`src/rtl/c_wrr_packet_arbiter.sv`:
```
// Packet-granular weighted round-robin arbiter.
// A grant is held by its owner from the head flit to the tail flit. Each port
// may send up to weight[i] packets back to back before priority moves on.
// Port vectors are MSB-first: port 0 sits in the MSB of req/tail/gnt, and
// its weight sits in the top field of i_weights.
module c_wrr_packet_arbiter #(
    parameter int NUM_PORTS      = 8,
    parameter int WEIGHT_WIDTH   = 4,
    parameter int PORT_IDX_WIDTH = $clog2(NUM_PORTS)
) (
    input  logic                              i_clk,
    input  logic                              i_reset,
    input  logic                              i_active,
    input  logic [NUM_PORTS-1:0]              i_req,
    input  logic [NUM_PORTS-1:0]              i_tail,
    input  logic [NUM_PORTS*WEIGHT_WIDTH-1:0] i_weights,
    input  logic                              i_ready,
    output logic [NUM_PORTS-1:0]              o_gnt,
    output logic                              o_gnt_valid,
    output logic                              o_locked,
    output logic [PORT_IDX_WIDTH-1:0]         o_owner
);

    localparam logic [PORT_IDX_WIDTH-1:0] LAST_PORT = PORT_IDX_WIDTH'(NUM_PORTS - 1);

    typedef enum logic {S_IDLE, S_LOCKED} state_t;

    state_t                    r_state;
    state_t                    w_state_nxt;
    logic [PORT_IDX_WIDTH-1:0] r_ptr;
    logic [PORT_IDX_WIDTH-1:0] r_owner;
    logic [WEIGHT_WIDTH-1:0]   r_quota;

    // Port-indexed views (element p belongs to port p)
    logic [NUM_PORTS-1:0]      w_req_p;
    logic [NUM_PORTS-1:0]      w_tail_p;
    logic [NUM_PORTS-1:0]      w_gnt_p;
    logic [WEIGHT_WIDTH-1:0]   w_weight_p [NUM_PORTS];

    logic                      w_found;
    logic [PORT_IDX_WIDTH-1:0] w_win;
    logic [PORT_IDX_WIDTH-1:0] w_sel;
    logic                      w_xfer;
    logic                      w_first;
    logic                      w_done;
    logic                      w_keep;
    logic [WEIGHT_WIDTH-1:0]   w_load_q;
    logic [WEIGHT_WIDTH-1:0]   w_base_q;
    logic [WEIGHT_WIDTH-1:0]   w_cur_q;
    logic [WEIGHT_WIDTH-1:0]   w_dec_q;

    genvar gp;
    generate
        for (gp = 0; gp < NUM_PORTS; gp++) begin : g_port
            assign w_req_p[gp]                 = i_req[NUM_PORTS-1-gp];
            assign w_tail_p[gp]                = i_tail[NUM_PORTS-1-gp];
            assign w_weight_p[gp]              = i_weights[(NUM_PORTS-1-gp)*WEIGHT_WIDTH +: WEIGHT_WIDTH];
            assign o_gnt[NUM_PORTS-1-gp]       = w_gnt_p[gp];
        end
    endgenerate

    // Circular priority search: first requesting port at or after r_ptr
    always_comb begin
        int v_idx;
        w_found = 1'b0;
        w_win   = '0;
        v_idx   = 0;
        for (int k = 0; k < NUM_PORTS; k++) begin
            v_idx = int'(r_ptr) + k;
            if (v_idx >= NUM_PORTS) v_idx = v_idx - NUM_PORTS;
            if (!w_found && w_req_p[v_idx]) begin
                w_found = 1'b1;
                w_win   = v_idx[PORT_IDX_WIDTH-1:0];
            end
        end
    end

    // The port that holds (or would take) the channel this cycle
    assign w_sel   = (r_state == S_LOCKED) ? r_owner : w_win;
    assign w_xfer  = o_gnt_valid & i_ready;
    assign w_first = (r_state == S_IDLE) & w_xfer;
    assign w_done  = w_xfer & w_tail_p[w_sel];

    // A port re-winning while it still holds the pointer with quota left
    // continues its turn; anything else starts a fresh turn. Weight 0 acts as 1.
    assign w_keep   = (w_sel == r_ptr) && (r_quota != '0);
    assign w_load_q = (w_weight_p[w_sel] == '0) ? WEIGHT_WIDTH'(1) : w_weight_p[w_sel];
    assign w_base_q = w_keep ? r_quota : w_load_q;
    assign w_cur_q  = w_first ? w_base_q : r_quota;
    assign w_dec_q  = w_cur_q - WEIGHT_WIDTH'(1);

    // FSM state register; active=0 freezes everything
    always_ff @(posedge i_clk) begin
        if (i_reset)       r_state <= S_IDLE;
        else if (i_active) r_state <= w_state_nxt;
    end

    // FSM next state: lock on a non-tail head, unlock on the owner's tail
    always_comb begin
        w_state_nxt = r_state;
        case (r_state)
            S_IDLE:   if (w_xfer && !w_tail_p[w_sel]) w_state_nxt = S_LOCKED;
            S_LOCKED: if (w_done)                     w_state_nxt = S_IDLE;
            default:                                  w_state_nxt = S_IDLE;
        endcase
    end

    // FSM outputs: zero-latency grant; locked grant follows the owner's req only
    always_comb begin
        w_gnt_p = '0;
        if (!i_reset) begin
            if (r_state == S_LOCKED)
                w_gnt_p[r_owner] = w_req_p[r_owner];
            else if (w_found)
                w_gnt_p[w_win] = 1'b1;
        end
    end

    assign o_gnt_valid = |w_gnt_p;
    assign o_locked    = (r_state == S_LOCKED) & ~i_reset;
    assign o_owner     = r_owner;

    // Pointer / quota / owner bookkeeping at packet start and completion
    always_ff @(posedge i_clk) begin
        if (i_reset) begin
            r_ptr   <= '0;
            r_quota <= '0;
            r_owner <= '0;
        end else if (i_active) begin
            if (w_first) r_owner <= w_sel;
            if (w_done) begin
                if (w_dec_q == '0) begin
                    r_ptr   <= (w_sel == LAST_PORT) ? '0 : w_sel + PORT_IDX_WIDTH'(1);
                    r_quota <= '0;
                end else begin
                    r_ptr   <= w_sel;
                    r_quota <= w_dec_q;
                end
            end else if (w_first) begin
                r_ptr   <= w_sel;
                r_quota <= w_base_q;
            end
        end
    end

endmodule

```
`config.mk`:
```
export PLATFORM = sky130hd
export DESIGN_NAME = c_wrr_packet_arbiter
export DESIGN_NICKNAME = d
export VERILOG_FILES = /design/src/rtl/c_wrr_packet_arbiter.sv
export SDC_FILE = /design/constraint.sdc
export NUM_CORES = 1
export LEC_CHECK = 0
export ABC_CLOCK_PERIOD_IN_PS = 6700
export BUFFER_PORTS_ARGS = -buffer_cell sky130_fd_sc_hd__buf_4
export CORE_ASPECT_RATIO = 0.7
export CORE_UTILIZATION = 32
export CTS_CLUSTER_SIZE = 10
export DETAILED_ROUTE_END_ITERATION = 16
export GPL_TIMING_DRIVEN = 0
export PLACE_DENSITY = 0.62
export SYNTH_ARGS = -nofsm -noshare
export SYNTH_HDL_FRONTEND = slang
export SYNTH_SLANG_ARGS = --single-unit
```
`constraint.sdc`:
```
create_clock -name i_clk -period 6.7 [get_ports i_clk]
set_clock_uncertainty 0.2 [all_clocks]
set_input_delay 0.335 -clock i_clk [delete_from_list [all_inputs] [get_ports i_clk]]
set_output_delay 0.335 -clock i_clk [all_outputs]
set_load 0.02 [all_outputs]
```
==> results by group <==
Status
  • Status: completed

Drt
  • Drt pass-1 iters: 5
  • Residual DRC: 0
  • Routed Antenna Nets: 0
  • WL final: 10,100 µm
  • DR iter-0 viols: 266
  • Per-cell routed wire length: 17.6 µm
  • Avg Vias per Cell: 6.02
  • Vias: 3,465

Global route
  • Number of global-route vias before repair: 3,119
  • Initial antenna violation count: 0
  • GRT Total Usage: 0.197
  • First-pass GRT wire length: 15,900 µm
  • GRT overflow: 0
  • Largest net degree at the start of global routing: 27

Timing
  • Slew Limit Fails: 0
  • Slew HR: 0.567
  • Tmin final: 6370 ps
  • Slew @ Worst Pin: 647 ps
  • FMAX: 157 MHz
  • Tcrit/Tclk final: 0.950
  • Fin. Hold Viols: 0
  • Final setup viols: 0
  • RSZ-0062 raised after global routing: false

Run
  • Max-Cap Viols: 0

CTS
  • Total CTS buffers: 3
  • CTS Buffer Depth: 2
  • Root Buffer: clkbuf_16
  • H-tree levels: 1
  • Worst-Skew Late Latency: 240 ps
  • Num Clock Sinks: 11
  • CTS tree: yes
  • Clock transition at path regs: 50 ps

Finish
  • Layout area overhead: 25.4%
  • Layout cells sized above 1: 0.301
  • FILL cells: 940
  • Nets: 511
  • Final non-filler cell total: 576
  • Utilization after layout: 0.419
  • # diodes: 0

Floorplan
  • Die W: 119 µm
  • Die H: 83.7 µm
  • Area of the core: 9140 µm²
  • I/O pins: 65
  • Die area: 9940 µm²
  • Row count: 29
  • Starting density of the core: 0.334

Synth
  • Largest family of logic cells by synthesized area: multiplexers
  • Post-synthesis mux area share: 0.307
  • Cells after synthesis: 386
  • Post-Synth Adder-Cell Area: 0.0246
  • Avg Cell Area, Syn: 7.91 µm²
  • Compound-cell area share of the yosys netlist: 0.267
  • Synth Area in XOR/XNOR: 0.0225
  • Post-synth EDFFs: 0
  • Most used flip-flop cell after synthesis: dfxtp_1
  • Cell Area, Synth: 3050 µm²
  • Post-synth cell types: 78
  • Syn_nets: 444
  • Synth Area in Simple Gates: 0.241
  • Ys async rst share: 0
  • Syn. warnings: 0
  • #FFs+latches synth: 11
  • Sequential area share after synthesis: 0.0721

Place
  • Final Wtd Congestion: 1.01
  • HPWL Detailed: 8010 µm
  • Placed Cells: 572
  • # port buffers: 62

Setup path
  • CP startpoint kind: flip-flop
  • Crit-path max cell delay: 610 ps
  • Worst Path Required: 6650 ps
  • Largest fanout on the critical path: 26
  • Critical path type: reg2reg
  • CP endpoint kind: flip-flop
  • Crit path DAT: 6310 ps
  • CP Buf/Inv Count: 6
  • Crit path max-delay family: simple AND/OR/NAND/NOR gates
  • Slowest cell on crit path: mux4_2

Pwr
  • Cell Pwr Density: 554 nW/µm²
  • LEAKAGE: 1.59 nW
  • Max VDD drop: 0.208 mV

Worst hold path
  • Hold Path Class: reg2reg
## final timing paths
kind | startpoint | end | slack, ps | cells past startpoint
setup / recovery | r_ptr[1] | r_ptr[0] | 330 | 25
hold / removal | r_quota[1] | r_quota[1] | 310 | 2
setup reg to reg | r_ptr[1] | r_ptr[0] | 330 | 25
hold reg to reg | r_quota[1] | r_quota[1] | 310 | 2
## registers in the layout, summed over array words and instances (netlist names), named ones only
signal,cells
r_quota,4
r_ptr,3
o_owner,3
## cell usage after synthesis (all sizes together), types with 5 or more instances
cell     n  share of area
a211oi   6          0.016
a21o     6          0.015
a21oi   24          0.043
a221oi   7          0.022
and2     7          0.014
and3     8          0.016
buf     12          0.025
clkbuf  19          0.023
dfxtp   11          0.072
ha       6          0.025
inv     13          0.016
mux2     9          0.033
mux2i   43           0.14
mux4    18           0.13
nand2   23          0.028
nand3   17          0.028
nand4    5          0.012
nor2    36          0.046
nor2b    9          0.018
nor3     7          0.015
nor4     5          0.010
o21ai   24          0.043
## layout by cell type, fill, tap and decap left out, drive strengths merged, types with 7 or more instances in the layout
master,netlist,routed
and2,7,7
mux4,18,18
a21oi,24,24
mux2,9,9
buf,12,74
nor3,7,7
nand3,17,17
o21ai,24,24
inv,13,12
nand2,23,23
and3,8,8
mux2i,43,43
dfxtp,11,11
nor2b,9,9
a221oi,7,7
nor2,36,36
clkbuf,19,23
## worst min-delay path, stage by stage, from the launching register on
cell	delay, ps
dfxtp_1	330
nand2b_1	80
a21oi_1	50
## through the flow
stage	hold slack, ps	setup WS, ps	total power, W	setup TNS, ps	area (µm²)
2_1_floorplan	269	270	0.00149	0	3050
3_3_place_gp	302	-687	0.00188	-1890	3670
3_5_place_dp	306	-671	0.00191	-1870	3670
4_1_cts	313	64.5	0.00203	0	3760
5_1_grt	355	35.7	0.00228	0	3830
6_report	314	333	0.00212	0	3830
## power by group
group	internal [W]	switching (W)
sequential	0.0000850	0.0000178
combinational	0.000793	0.00111
clock	0.0000803	0.0000332
total	0.000958	0.00116
## cell families after synthesis
group	after synthesis
compound gates	110
xor+xnor	7
fa+ha+maj	6
buf+inv	45
flops	11
mux	70
simple gates	137
## metal layers
metal / vias to the layer above / global-route usage / part of all wire / wire length [µm]
met2: 167 / 0.275 / 0.41 / 4140
met1: 1653 / 0.302 / 0.49 / 4930
li1: 1632 / - / - / -
met5: - / 0 / 0 / 0
met4: 0 / 0.0345 / 0.013 / 129
met3: 13 / 0.0451 / 0.093 / 940
## layout make-up
class / count / area, µm² / area share
inverters: 14 / 57.6 / 0.0150
plain buffers: 28 / 149 / 0.0389
repair buffers: 65 / 488 / 0.127
clock buffers: 4 / 78.8 / 0.0206
multi-input cells: 330 / 2680 / 0.700
well taps: 124 / 155 / 0.0405
flip-flops and latches: 11 / 220 / 0.0575
## repair_timing
item                                    in CTS  in global routing
gates resized for setup                      3                 13
hold buffers                                 0                  0
endpoints found under the setup margin       5                  4
buffers inserted                             1                  2
hold endpoints to repair                     0                  0
Power figures use the tool's default switching activity.
